File: src/rtl/dmem_wbuf_ctrl.sv
// Data-memory controller with an in-order store write buffer.
// Loads forward from buffered stores; stores drain to RAM on cycles without a load.
module dmem_wbuf_ctrl #(
    parameter int unsigned AW    = 10,
    parameter int unsigned DEPTH = 4
) (
    input  logic          clk,
    input  logic          rst_n,
    input  logic          rden,
    input  logic [31:0]   rdaddr,
    input  logic          wme,
    input  logic [31:0]   maddr,
    input  logic [31:0]   wdata,
    output logic [31:0]   memdata,
    output logic          stall,
    output logic [AW-1:0] ram_addr,
    output logic          ram_we,
    output logic [31:0]   ram_wdata,
    input  logic [31:0]   ram_rdata,
    output logic [3:0]    wb_count
);

    localparam int unsigned PW = $clog2(DEPTH);
    localparam int unsigned CW = 4;

    typedef struct packed {
        logic [AW-1:0] idx;
        logic [31:0]   data;
    } wb_entry_t;

    wb_entry_t     buf_q [DEPTH];
    logic [PW-1:0] head_q, head_d;
    logic [PW-1:0] tail_q, tail_d;
    logic [CW-1:0] count_q, count_d;
    logic [AW-1:0] ram_addr_q;
    logic          fwd_hit_q, fwd_hit_d;
    logic [31:0]   fwd_data_q, fwd_data_d;

    logic          full_c;
    logic          rd_issue_c;
    logic          st_acc_c;
    logic          drain_c;
    logic [AW-1:0] rd_idx_c;
    logic [AW-1:0] st_idx_c;
    logic [PW-1:0] slot_c;
    logic          unused_addr_bits;

    assign rd_idx_c = rdaddr[AW+1:2];
    assign st_idx_c = maddr[AW+1:2];
    assign unused_addr_bits = ^{rdaddr[31:AW+2], rdaddr[1:0], maddr[31:AW+2], maddr[1:0]};

    // Read and store acceptance; a load always takes priority over draining.
    always_comb begin
        full_c     = (count_q == CW'(DEPTH));
        stall      = wme & full_c & rden;
        rd_issue_c = rst_n & rden & ~stall;
        st_acc_c   = rst_n & wme & ~stall;
        drain_c    = rst_n & ~rden & (count_q != '0);
    end

    always_comb begin
        head_d  = drain_c ? head_q + PW'(1) : head_q;
        tail_d  = st_acc_c ? tail_q + PW'(1) : tail_q;
        count_d = count_q + {3'b000, st_acc_c} - {3'b000, drain_c};
    end

    // Scan oldest to youngest so the last match wins; the same-cycle store is youngest of all.
    always_comb begin
        fwd_hit_d  = fwd_hit_q;
        fwd_data_d = fwd_data_q;
        slot_c     = head_q;
        if (rd_issue_c) begin
            fwd_hit_d = 1'b0;
            for (int unsigned i = 0; i < DEPTH; i++) begin
                slot_c = head_q + PW'(i);
                if ((CW'(i) < count_q) && (buf_q[slot_c].idx == rd_idx_c)) begin
                    fwd_hit_d  = 1'b1;
                    fwd_data_d = buf_q[slot_c].data;
                end
            end
            if (st_acc_c && (st_idx_c == rd_idx_c)) begin
                fwd_hit_d  = 1'b1;
                fwd_data_d = wdata;
            end
        end
    end

    always_comb begin
        ram_we    = drain_c;
        ram_wdata = buf_q[head_q].data;
        if (rd_issue_c) begin
            ram_addr = rd_idx_c;
        end else if (drain_c) begin
            ram_addr = buf_q[head_q].idx;
        end else begin
            ram_addr = ram_addr_q;
        end
    end

    assign memdata  = fwd_hit_q ? fwd_data_q : ram_rdata;
    assign wb_count = count_q;

    always_ff @(posedge clk or negedge rst_n) begin
        if (!rst_n) begin
            head_q     <= '0;
            tail_q     <= '0;
            count_q    <= '0;
            ram_addr_q <= '0;
            fwd_hit_q  <= 1'b1;
            fwd_data_q <= '0;
        end else begin
            head_q     <= head_d;
            tail_q     <= tail_d;
            count_q    <= count_d;
            ram_addr_q <= ram_addr;
            fwd_hit_q  <= fwd_hit_d;
            fwd_data_q <= fwd_data_d;
        end
    end

    // Payload storage needs no reset: occupancy is tracked by count_q.
    always_ff @(posedge clk) begin
        if (st_acc_c) begin
            buf_q[tail_q] <= '{idx: st_idx_c, data: wdata};
        end
    end

endmodule
File: config.mk
export PLATFORM = sky130hd
export DESIGN_NAME = dmem_wbuf_ctrl
export DESIGN_NICKNAME = d
export VERILOG_FILES = /design/src/rtl/dmem_wbuf_ctrl.sv
export SDC_FILE = /design/constraint.sdc
export NUM_CORES = 1
export LEC_CHECK = 0
export CELL_PAD_IN_SITES_DETAIL_PLACEMENT = 0
export CELL_PAD_IN_SITES_GLOBAL_PLACEMENT = 1
export CORE_AREA = 5 5 227 174
export CTS_BUF_LIST = sky130_fd_sc_hd__clkbuf_4 sky130_fd_sc_hd__clkbuf_8 sky130_fd_sc_hd__clkbuf_16
export DETAILED_ROUTE_END_ITERATION = 6
export DIE_AREA = 0 0 232 179
export DONT_BUFFER_PORTS = 1
export GPL_TIMING_DRIVEN = 0
export PLACE_DENSITY_LB_ADDON = 0.1
export SLEW_MARGIN = 20
export SYNTH_ARGS = -nofsm -noshare
export SYNTH_HDL_FRONTEND = slang
export SYNTH_SLANG_ARGS = --single-unit
File: constraint.sdc
create_clock -name clk -period 3.35 [get_ports clk]
set_clock_uncertainty 0.05 [all_clocks]
set_input_delay 0.67 -clock clk [delete_from_list [all_inputs] [get_ports clk]]
set_output_delay 0.67 -clock clk [all_outputs]
set_load 0.1 [all_outputs]
* Word level (Yosys, flattened, before mapping)
Memories as Yosys holds them, arrays and structs flattened.
Index checks and enable logic that the tools add are counted.
** Word-level totals
- Flip-flop bits (word level) :: 51
- RAM bits :: 168
- Input bits :: 132
- Output and inout port bits :: 80
- Word-level logic and storage cells :: 56
- Memories kept :: 1
** Operators by class
- $add $sub $neg :: 6
- Order comparisons :: 4
- Equal/unequal tests :: 6
- Muxes and demuxes :: 15
- Bitwise operators :: 10
- Reduce and logical (&&, ||, !) cells :: 8
** Memories
- buf_q :: words 4, width 42, rd ports 4, clocked after Yosys merged registers in 0, write ports 1, line 31 : wb_entry_t buf_q [DEPTH];
** Operators with widths (count)
- $mux W32 :: 6
- $eq A10 B10 Y1 :: 5
- $mux W10 :: 2
- $and A1 B1 Y1 :: 8
- $lt A1 B4 Y1 const A :: 2
- $lt A2 B4 Y1 const A :: 2
- $mux W1 :: 7
- $logic_and A1 B1 Y1 :: 5
- $reduce_bool A5 Y1 :: 1
- $add A2 B1 Y2 const B :: 2
- $add A2 B2 Y2 const B :: 2
- $add A4 B1 Y4 :: 1
- $eq A4 B3 Y1 const B :: 1
- $reduce_bool A4 Y1 :: 1
- $sub A4 B1 Y4 :: 1
- $not A1 Y1 :: 2
- $reduce_and A2 Y1 :: 1

* Longest topological paths before layout
Gate-level depths: netlist of the first run.
- Word-level depth :: 8
- Depth in mapped cells :: 15
- Gate-level depth less buffers :: 11

* Worst setup path before layout of the first run
Ideal clock, no wire load.
- Path kind :: reg2out
- Start :: register count_q[2], in the netlist wb_count[2]
- End :: output ram_addr[1]
- Arrival time :: 3.673 ns
- Data required time :: 2.630 ns
- Setup slack :: -1.043 ns
- Cell stages (with the launch flop) :: 8
- Path buffers :: 1
- Cells stage by stage :: dfrtp_1 inv_1 ha_1 nand2_1 and3b_1 clkbuf_1 and2_1 a221o_1
** Between the ends
- Elaborated cells between the ends (all ways) :: 9
- Those cells by class :: eq/ne (1); mux (2); bitwise (5); reduce/logical (1)
** RTL lines
- start: declaration :: line 34 : logic [CW-1:0] count_q, count_d;
- start signal: assignment :: line 114 : count_q <= count_d;
- $reduce_bool A4 Y1 :: line 58 : drain_c = rst_n & ~rden & (count_q != '0);
- $and A1 B1 Y1 :: line 58
- net ram_we :: line 17 : output logic ram_we,
- $mux W10 :: line 93 : end else if (drain_c) begin
- $mux W10 :: line 91 : if (rd_issue_c) begin
- end: declaration :: line 16 : output logic [AW-1:0] ram_addr,
The timed path passes the listed nets, and every way through them passes these cells.

* Worst setup path after layout of the first run
- Start :: register count_q[3], in the netlist wb_count[3]
- End :: output ram_addr[6]
Same word-level chain as after synthesis.

==> out/results.ini, run 1 <==
[clock_network]
clkLatencyLatePin_ps = 560
cts.sinks = 219
cts.clk_slew.worst_paths_ps = 60
cts-root-buf = clkbuf_16
cts_buffer_depth = 3
numCtsBuffers = 26
cts-htree-levels = 1
cts_tree = done

[hold_path]
holdCritStartpoint = maddr[9]
hold_depth = 0
whs_endpoint = buf_q[0][39]
hp-class = in -> reg

[place]
place.gp.congestion = 0.822
dp.final_hpwl_um = 32600
place_area_um2 = 14700
preCtsSetupSlack_ps = -1070
port_buffers = 0

[layout]
seq_area_um2 = 6340
multiInputGateArea_um2 = 7720
diodes = 0
syn_to_final_growth_pct = 29.1
n_fill_cell = 3307
final_nets = 1301
final_common_cell = edfxtp_1
final_cell_mix = edfxtp_1, mux4_2, nand3_1, a21oi_1, buf_4
final_area_um2 = 17500
drive_above_1_share_pct = 37.6

[routing]
wl_met1_um = 22600
routed_wirelength_um = 51300
route.vias.total = 10400
ant_nets = 0
drc = 0
viasPerCell = 6.18
dr_wl_met2_um = 23200
first_pass_iters = 5
wl_per_cell_um = 30.5
highest_layer = met4
drt-initial-drc-count = 910
route.met3.wl_um = 4520

[sta]
period_needed_ps = 3460
finalCritPeriodShare_pct = 103
setup_slack_ps = -111
setup_viol = 65
worst_slew_pin_slew_ps = 1000
rsz0062_at_grt = yes
fmax_ghz = 0.289
drv_slew = 0
hold_viol = 0
slew_headroom_pct = 33.1

[floorplan]
rows = 61
core-area_um2 = 36800
io_pins = 212
start_util_pct = 36.8
die_area_um2 = 41500
die_y_um = 179
fp.dieW_um = 232

[global_routing]
grt_pass1_wl_um = 74000
grt_use_total_pct = 24.1
grt_max_degree = 52
gr-total-overflow = 0
antenna_found_initial = 0
grt_pass1_vias = 10500

[worst_setup_path]
cp_slowest_cell = dfrtp_4
critical_path_class = reg -> out
rrSetupSlack_ps = -100
worstSetupStartpointType = flip-flop
worst_ep_required_time_ps = 2630
rr_worst_depth = 12
path_cells = inv_4 -> buf_12 -> ha_4 -> nand2_4 -> and3b_2 -> clkbuf_16 -> and2_4 -> a221o_4
reg2reg_from = head_q[1]
cp.arrival_ps = 2740
cp_max_fo = 7
r2r_end = fwd_data_q[28]
slowest_delay_ps = 620
cp-end-kind = output pin

[synthesis]
ys_types = 51
synth_xor_area_share_pct = 3.62
synth_compound_area_share_pct = 8.13
ys_warn_count = 0
synth_edf_count = 168
yosys.area_share.simple_pct = 10.2
yosysSeqAreaShare_pct = 46.7
synth_cells = 1063
synthAdderAreaFrac_pct = 1.07
ys_seq_elements = 219
synth_mux_area_share_pct = 26.4
syn_avg_cell_area_um2 = 12.7
synthFlopType = edfxtp_1
synth_top_family_by_area = multiplexers
syn_area_um2 = 13600
async_reset_ff_share_pct = 23.3
synth.net_count = 1206

[job]
maxCapViolations = 0

[power_and_ir_drop]
pwr_density_cell_nw_per_um2 = 974
peakVddDrop_mv = 0.391
total_power_mw = 17.0
leakagePower_nw = 5.99

[status]
violations = negative setup slack
status = finished with violations

## cells in the mapped netlist, types with 26 or more instances
library cell | number | share of area [%]
nor2_1 | 40 | 1.1
a211oi_1 | 32 | 1.8
edfxtp_1 | 168 | 37
a41oi_1 | 32 | 2.1
clkbuf_1 | 59 | 1.6
dfrtp_1 | 50 | 9.2
nand4_1 | 37 | 1.7
xnor2_1 | 40 | 2.6
a21oi_1 | 67 | 2.5
mux4_2 | 83 | 14
nand3_1 | 69 | 2.5
mux2_2 | 33 | 2.7
buf_2 | 26 | 0.96
mux2i_1 | 134 | 9.9
nand3b_1 | 32 | 1.8
or3_1 | 32 | 1.5
## sequential cells by signal, indices dropped and copies added, names as in the netlist
register    cells
wb_count        4
tail_q          2
ram_addr_q     10
buf_q         168
head_q          2
fwd_data_q     32
fwd_hit_q       1
## layout make-up
class	count	area share (%)
Buffer	103	5.57
Clock buffer	35	4.28
Clock inverter	13	0.765
Inverter	12	0.315
Multi-Input combinational cell	725	44.1
Sequential cell	219	36.2
Tap cell	504	3.60
Timing Repair Buffer	71	5.10
## per-layer routing
layer / up-vias / track usage [%]
li1: 4443 / -
met1: 5431 / 34.2
met2: 464 / 38.0
met3: 62 / 6.10
met4: 0 / 4.95
met5: - / 0
## kinds of logic (layout without fill, tap and decap cells)
kind of cell               count (synthesis)  count (layout)
muxes                                    250             250
and+or+nand+nor                          246             246
DFF                                      219             219
AOI/OAI and AO/OA                        162             162
buffers and inverters                    119             234
xor gates and xnor gates                  56              56
adders and majority gates                 11              11
## report_power, final
part | switching, mW | total (mW) | internal (mW)
Clock | 1.20 | 2.99 | 1.79
Sequential | 0.554 | 4.01 | 3.46
Combinational | 5.97 | 10.0 | 4.07
Total | 7.73 | 17.0 | 9.31
## worst max path at each step
stage	start	end	slack, ps	cells past startpoint
global route	head_q[1]	fwd_data_q[20]	-180	11
finish	wb_count[3]	ram_addr[6]	-110	8
CTS	head_q[0]	ram_wdata[18]	-160	9
floorplan	head_q[1]	ram_wdata[0]	-150	8
global placement	wb_count[3]	buf_q[2][17]	-1230	6
detailed placement	rdaddr[6]	fwd_data_q[7]	-1070	10
## critical path, delay by kind of cell (launching register included)
family                     cells  cell delay [ps]
and+or+nand+nor                3              450
buffers and inverters          3              460
DFF                            1              620
adders and majority gates      1              140
AOI/OAI and AO/OA              1              490
## timing repair
item / 4_1_cts / 5_1_grt
pin swaps: 20 / 41
cloned: 11 / 2
hold endpoints to repair: 51 / 0
buffers inserted: 41 / 13
resized for setup: 238 / 62
hold buffers: 2 / 0
endpoints found under the setup margin: 119 / 75
## stage by stage
step | std cells | util (%) | TNS [ps] | hold WS [ps]
detailed placement | 1571 | 40.0 | -70590 | 327
global placement | 1567 | 39.7 | -272240 | 327
CTS | 1669 | 46.6 | -2410 | 129
global route | 1682 | 47.6 | -7830 | 137
finish | 1682 | 47.6 | -2760 | 154
floorplan | 1063 | - | -582 | 324
(Power assumes the default switching activity.)
==> run 2, diff against run 1 <==
DONT_BUFFER_PORTS = not set   (was 1)
MAX_ROUTING_LAYER = met4   (was not set)
REMOVE_ABC_BUFFERS = 1   (was not set)
==> out/results.ini, run 2 (synthesis gave the netlist of run 1 again) <==
[routing]
first_pass_iters = 5
routed_wirelength_um = 50100
viasPerCell = 5.97
drt-initial-drc-count = 1084
drc = 0
ant_nets = 0
route.vias.total = 10800
wl_per_cell_um = 27.7

[global_routing]
grt_use_total_pct = 24.4
gr-total-overflow = 0
grt_pass1_wl_um = 73500
use_met2_pct = 37.9
grt_busiest_layer = met2
met3_usage_pct = 4.01
grt_max_degree = 51
antenna_found_initial = 0
grt_pass1_vias = 11000
use_met1_pct = 33.9

[power_and_ir_drop]
power_switching_mw = 7.20
p_seq_share_pct = 23.2
power_frac_comb_pct = 58.6
pwr_density_cell_nw_per_um2 = 867
total_power_mw = 16.4
pwr-share-clk_pct = 18.2
peakVddDrop_mv = 0.471
leakagePower_nw = 6.97
swShare_pct = 43.9
internal_power_mw = 9.21

[hold_path]
hp-class = in -> async

[layout]
regMostFlops = buf_q
final_common_cell = edfxtp_1
reg_top3 = buf_q: 168 flops, fwd_data_q: 32 flops, ram_addr_q: 10 flops
final_nets = 1425
utilization_pct = 51.4
largest_register_ffs = 168
final_cell_mix = edfxtp_1, mux2i_1, clkdlybuf4s50_1, mux4_2, nand3_1
syn_to_final_growth_pct = 39.6
drive_above_1_share_pct = 34.9

[worst_setup_path]
reg2reg_from = head_q[1]
cp-end-kind = flip-flop
worst_ep_required_time_ps = 3750
worstSetupStartpointType = flip-flop
rrSetupSlack_ps = -160
cp_max_fo = 6
r2r_end = fwd_data_q[25]
critical_path_class = reg -> reg
cp.arrival_ps = 3910
rr_worst_depth = 14

[clock_network]
cts.sinks = 219
numCtsBuffers = 26
cts_buffer_depth = 3
cts_tree = done
cts-htree-levels = 1
cts-root-buf = clkbuf_16
clkLatencyLatePin_ps = 540
cts.clk_slew.worst_paths_ps = 60

[floorplan]
io_pins = 212
die_area_um2 = 41500
start_util_pct = 36.8
core-area_um2 = 36800
die_y_um = 179
fp.dieW_um = 232
rows = 61

[status]
violations = negative setup slack
status = finished with violations

[place]
port_buffers = 167
dp.final_hpwl_um = 26700
place.gp.congestion = 0.769

[sta]
drv_slew = 0
slew_headroom_pct = 33.4
finalCritPeriodShare_pct = 105
worst_slew_pin_slew_ps = 997
setup_viol = 37
rsz0062_at_grt = yes
hold_viol = 0
fmax_ghz = 0.285
period_needed_ps = 3510
setup_slack_ps = -165

[job]
maxCapViolations = 0

-- run 2: layout make-up --
cell class              instances  area [µm²]
multi-input cells             730        7350
clock inverters                 9         124
repair buffers                293        3650
flip-flops and latches        219        6330
inverters                      12        50.0
fillers                      3197       17900
clock buffers                  38         777
diodes                          1        2.50
well taps                     504         631
-- run 2: worst max-delay path by stage --
| stage | from | to |
|---|---|---|
| floorplan | head_q[0] | fwd_data_q[0] |
| global route | head_q[1] | fwd_data_q[16] |
| finish | head_q[1] | fwd_data_q[25] |
| CTS | head_q[0] | fwd_data_q[9] |
| detailed placement | rden | ram_addr[0] |
| global placement | head_q[0] | fwd_data_q[2] |
-- run 2: power by group through the flow --
stage	clock, mW	combinational [mW]	sequential (mW)
after detailed placement	0	7.91	4.04
after global routing	3.16	10.1	3.86
after floorplan	0	4.87	4.30
after CTS	3.04	9.20	3.80
final	2.99	9.62	3.80
after global placement	0	5.41	4.17
-- run 2: timing repair --
item,CTS,global route
hold buffers,3,0
setup buffers,44,30
endpoints found under the setup margin,109,63
hold endpoints to repair,2,0
pin swaps,80,30
cloned,29,1
gates resized for setup,317,115
-- run 2: routing by layer --
metal / wire, µm / share of wire, %
met1: 22400 / 45
met2: 23300 / 47
met3: 3340 / 6.7
met4: 1030 / 2.0
met5: 0 / 0
-- run 2: worst max-delay path, cell delays in order (launching register included) --
cell	delay, ps
dfrtp_4	510
buf_8	140
buf_12	120
mux4_2	430
xor2_1	170
a2111o_1	460
nor4b_4	320
o2111ai_4	210
buf_6	170
or4bb_4	250
buf_12	120
buf_12	120
buf_16	140
a21oi_2	60
a41oi_1	160
-- run 2: through the flow --
step	hold slack [ps]	TNS (ps)	cell area, µm²	cells	setup slack, ps
6_report	125	-3630	18900	1806	-165
2_1_floorplan	324	-492700	13100	956	-7280
3_5_place_dp	416	-78430	16000	1654	-1670
4_1_cts	111	-5260	18600	1777	-228
3_3_place_gp	408	-1478980	15400	1627	-13130
5_1_grt	120	-6220	18900	1805	-223
==> run 3, diff against run 2 <==
MAX_ROUTING_LAYER = not set   (was met4)
PLACE_DENSITY = 0.8   (was not set)
PLACE_DENSITY_LB_ADDON = not set   (was 0.1)
==> out/results.ini, run 3 (synthesis gave the netlist of run 1 again) <==
[status]
status = finished with violations
violations = negative setup slack

[worst_setup_path]
critical_path_class = reg -> reg
cp.arrival_ps = 3870
path_cells = buf_6 -> buf_6 -> mux4_2 -> xor2_2 -> a2111o_1 -> nor4b_4 -> o2111ai_4 -> buf_12 -> buf_16 -> buf_12 -> or3_1 -> nand4_1 -> a41oi_2
cp_max_fo = 7
cp_slowest_cell = dfrtp_4
slowest_delay_ps = 510
worst_ep_required_time_ps = 3710
worstSetupStartpointType = flip-flop
cp-end-kind = flip-flop

[sta]
setup_viol = 33
slew_headroom_pct = 27.1
setup_tns_ps = -3910
hold_viol = 0
rsz0062_at_grt = yes
period_needed_ps = 3500
worst_slew_pin_slew_ps = 1090
setup_slack_ps = -155
fmax_ghz = 0.285
finalCritPeriodShare_pct = 105
whs_ps = 47.6
drv_slew = 0

[global_routing]
grt_use_total_pct = 21.8
gr-total-overflow = 0
antenna_found_initial = 1
grt_pass1_vias = 11100
grt_pass1_wl_um = 69300
grt_max_degree = 49

[clock_network]
postCtsHoldBufs = 0
numCtsBuffers = 26
cts-htree-levels = 1
cts_buffer_depth = 3
cts_tree = done
cts.sinks = 219
clkLatencyLatePin_ps = 540
cts-root-buf = clkbuf_16
cts.clk_slew.worst_paths_ps = 60

[power_and_ir_drop]
peakVddDrop_mv = 0.585
internal_power_mw = 8.90
swShare_pct = 44.7
pwr-share-clk_pct = 18.3
leakagePower_nw = 6.72
pwr_density_cell_nw_per_um2 = 871
power_frac_comb_pct = 57.9
power_switching_mw = 7.18
p_seq_share_pct = 23.8

[floorplan]
fp.dieW_um = 232
start_util_pct = 36.8
rows = 61
core-area_um2 = 36800
io_pins = 212
die_area_um2 = 41500
die_y_um = 179

[routing]
drt-initial-drc-count = 1083
routed_wirelength_um = 46700
highest_layer = met4
wl_met1_um = 19200
first_pass_iters = 5
ant_nets = 0
wl_per_cell_um = 26.2
route.vias.total = 10900
viasPerCell = 6.10
dr_wl_met2_um = 22200
route.met3.wl_um = 4020
drc = 0

[layout]
final_cell_mix = edfxtp_1, mux2i_1, clkdlybuf4s50_1, mux4_2, nand3_1
seq_area_um2 = 6330
n_fill_cell = 3165
drive_above_1_share_pct = 34.0
multiInputGateArea_um2 = 7340
stdcell_count = 1783
syn_to_final_growth_pct = 36.2
reg_top3 = buf_q: 168 flops, fwd_data_q: 32 flops, ram_addr_q: 10 flops
regMostFlops = buf_q
largest_register_ffs = 168
final_common_cell = edfxtp_1
final_nets = 1401

[place]
place_inst = 1653
preCtsSetupSlack_ps = -1630
place.gp.congestion = 0.798
port_buffers = 167
dp.final_hpwl_um = 26000

[hold_path]
hp-class = in -> async

[job]
maxCapViolations = 0

## run 3: changes by cell type in the layout (fill, tap and decap cells not counted), sizes merged, moves of 2 or more
cell and delta:
clkdlybuf4s15 -15, dlygate4sd3 -2, clkinv +6, clkdlybuf4s18 +2
bufbuf -5, clkbuf +12, buf -22, clkinvlp +2
## run 3: layout make-up
| type | count | area share (%) |
|---|---|---|
| antenna | 1 | 0.0136 |
| clock buffer | 31 | 3.89 |
| clock inverter | 17 | 0.915 |
| inverter | 12 | 0.386 |
| multi-input combinational | 729 | 39.7 |
| sequential | 219 | 34.3 |
| tap | 504 | 3.42 |
| timing repair buffer | 270 | 17.3 |
## run 3: worst paths after layout
kind,end,startpoint,depth (start not counted),slack (ps)
setup / recovery,fwd_data_q[20],head_q[1],13,-150
hold / removal,wb_count[1],rst_n,1,50
min in group clk,ram_addr_q[7],ram_addr_q[7],1,420
max in group asynchronous,fwd_hit_q,rst_n,2,2550
setup reg to reg,fwd_data_q[20],head_q[1],13,-150
hold reg to reg,ram_addr_q[7],ram_addr_q[7],1,420
## run 3: per-stage QoR
stage,utilization (%),instance area [µm²],power (mW)
floorplan,-,13100,9.17
global placement,41.8,15400,9.59
detailed placement,43.6,16000,11.9
CTS,49.9,18400,15.8
global route,50.2,18500,16.7
finish,50.2,18500,16.1
## run 3: worst max-delay path, delay by kind of cell (launching register included)
family	cells	cell delay [ps]
AOI/OAI and AO/OA	3	720
xor gates and xnor gates	1	170
buffers and inverters	5	740
DFF	1	510
muxes	1	450
and+or+nand+nor	3	730
## run 3: power by group through the flow
| stage | registers (mW) | clock network, mW | logic [mW] |
|---|---|---|---|
| floorplan | 4.30 | 0 | 4.87 |
| global placement | 4.17 | 0 | 5.42 |
| detailed placement | 4.02 | 0 | 7.84 |
| CTS | 3.81 | 2.97 | 9.06 |
| global route | 3.88 | 3.09 | 9.74 |
| finish | 3.82 | 2.95 | 9.31 |
## run 3: routing by layer
layer  up-vias  track usage (%)
met5         -                0
met4         0             5.66
met3       114             4.02
met2       598             35.8
met1      5537             30.0
li1       4635                -
## run 3: timing repair
action	CTS	global route
setup buffers	54	10
pin swaps	109	18
setup endpoints to repair	109	88
cloned	21	1
resized for setup	288	140
hold endpoints to repair	0	0
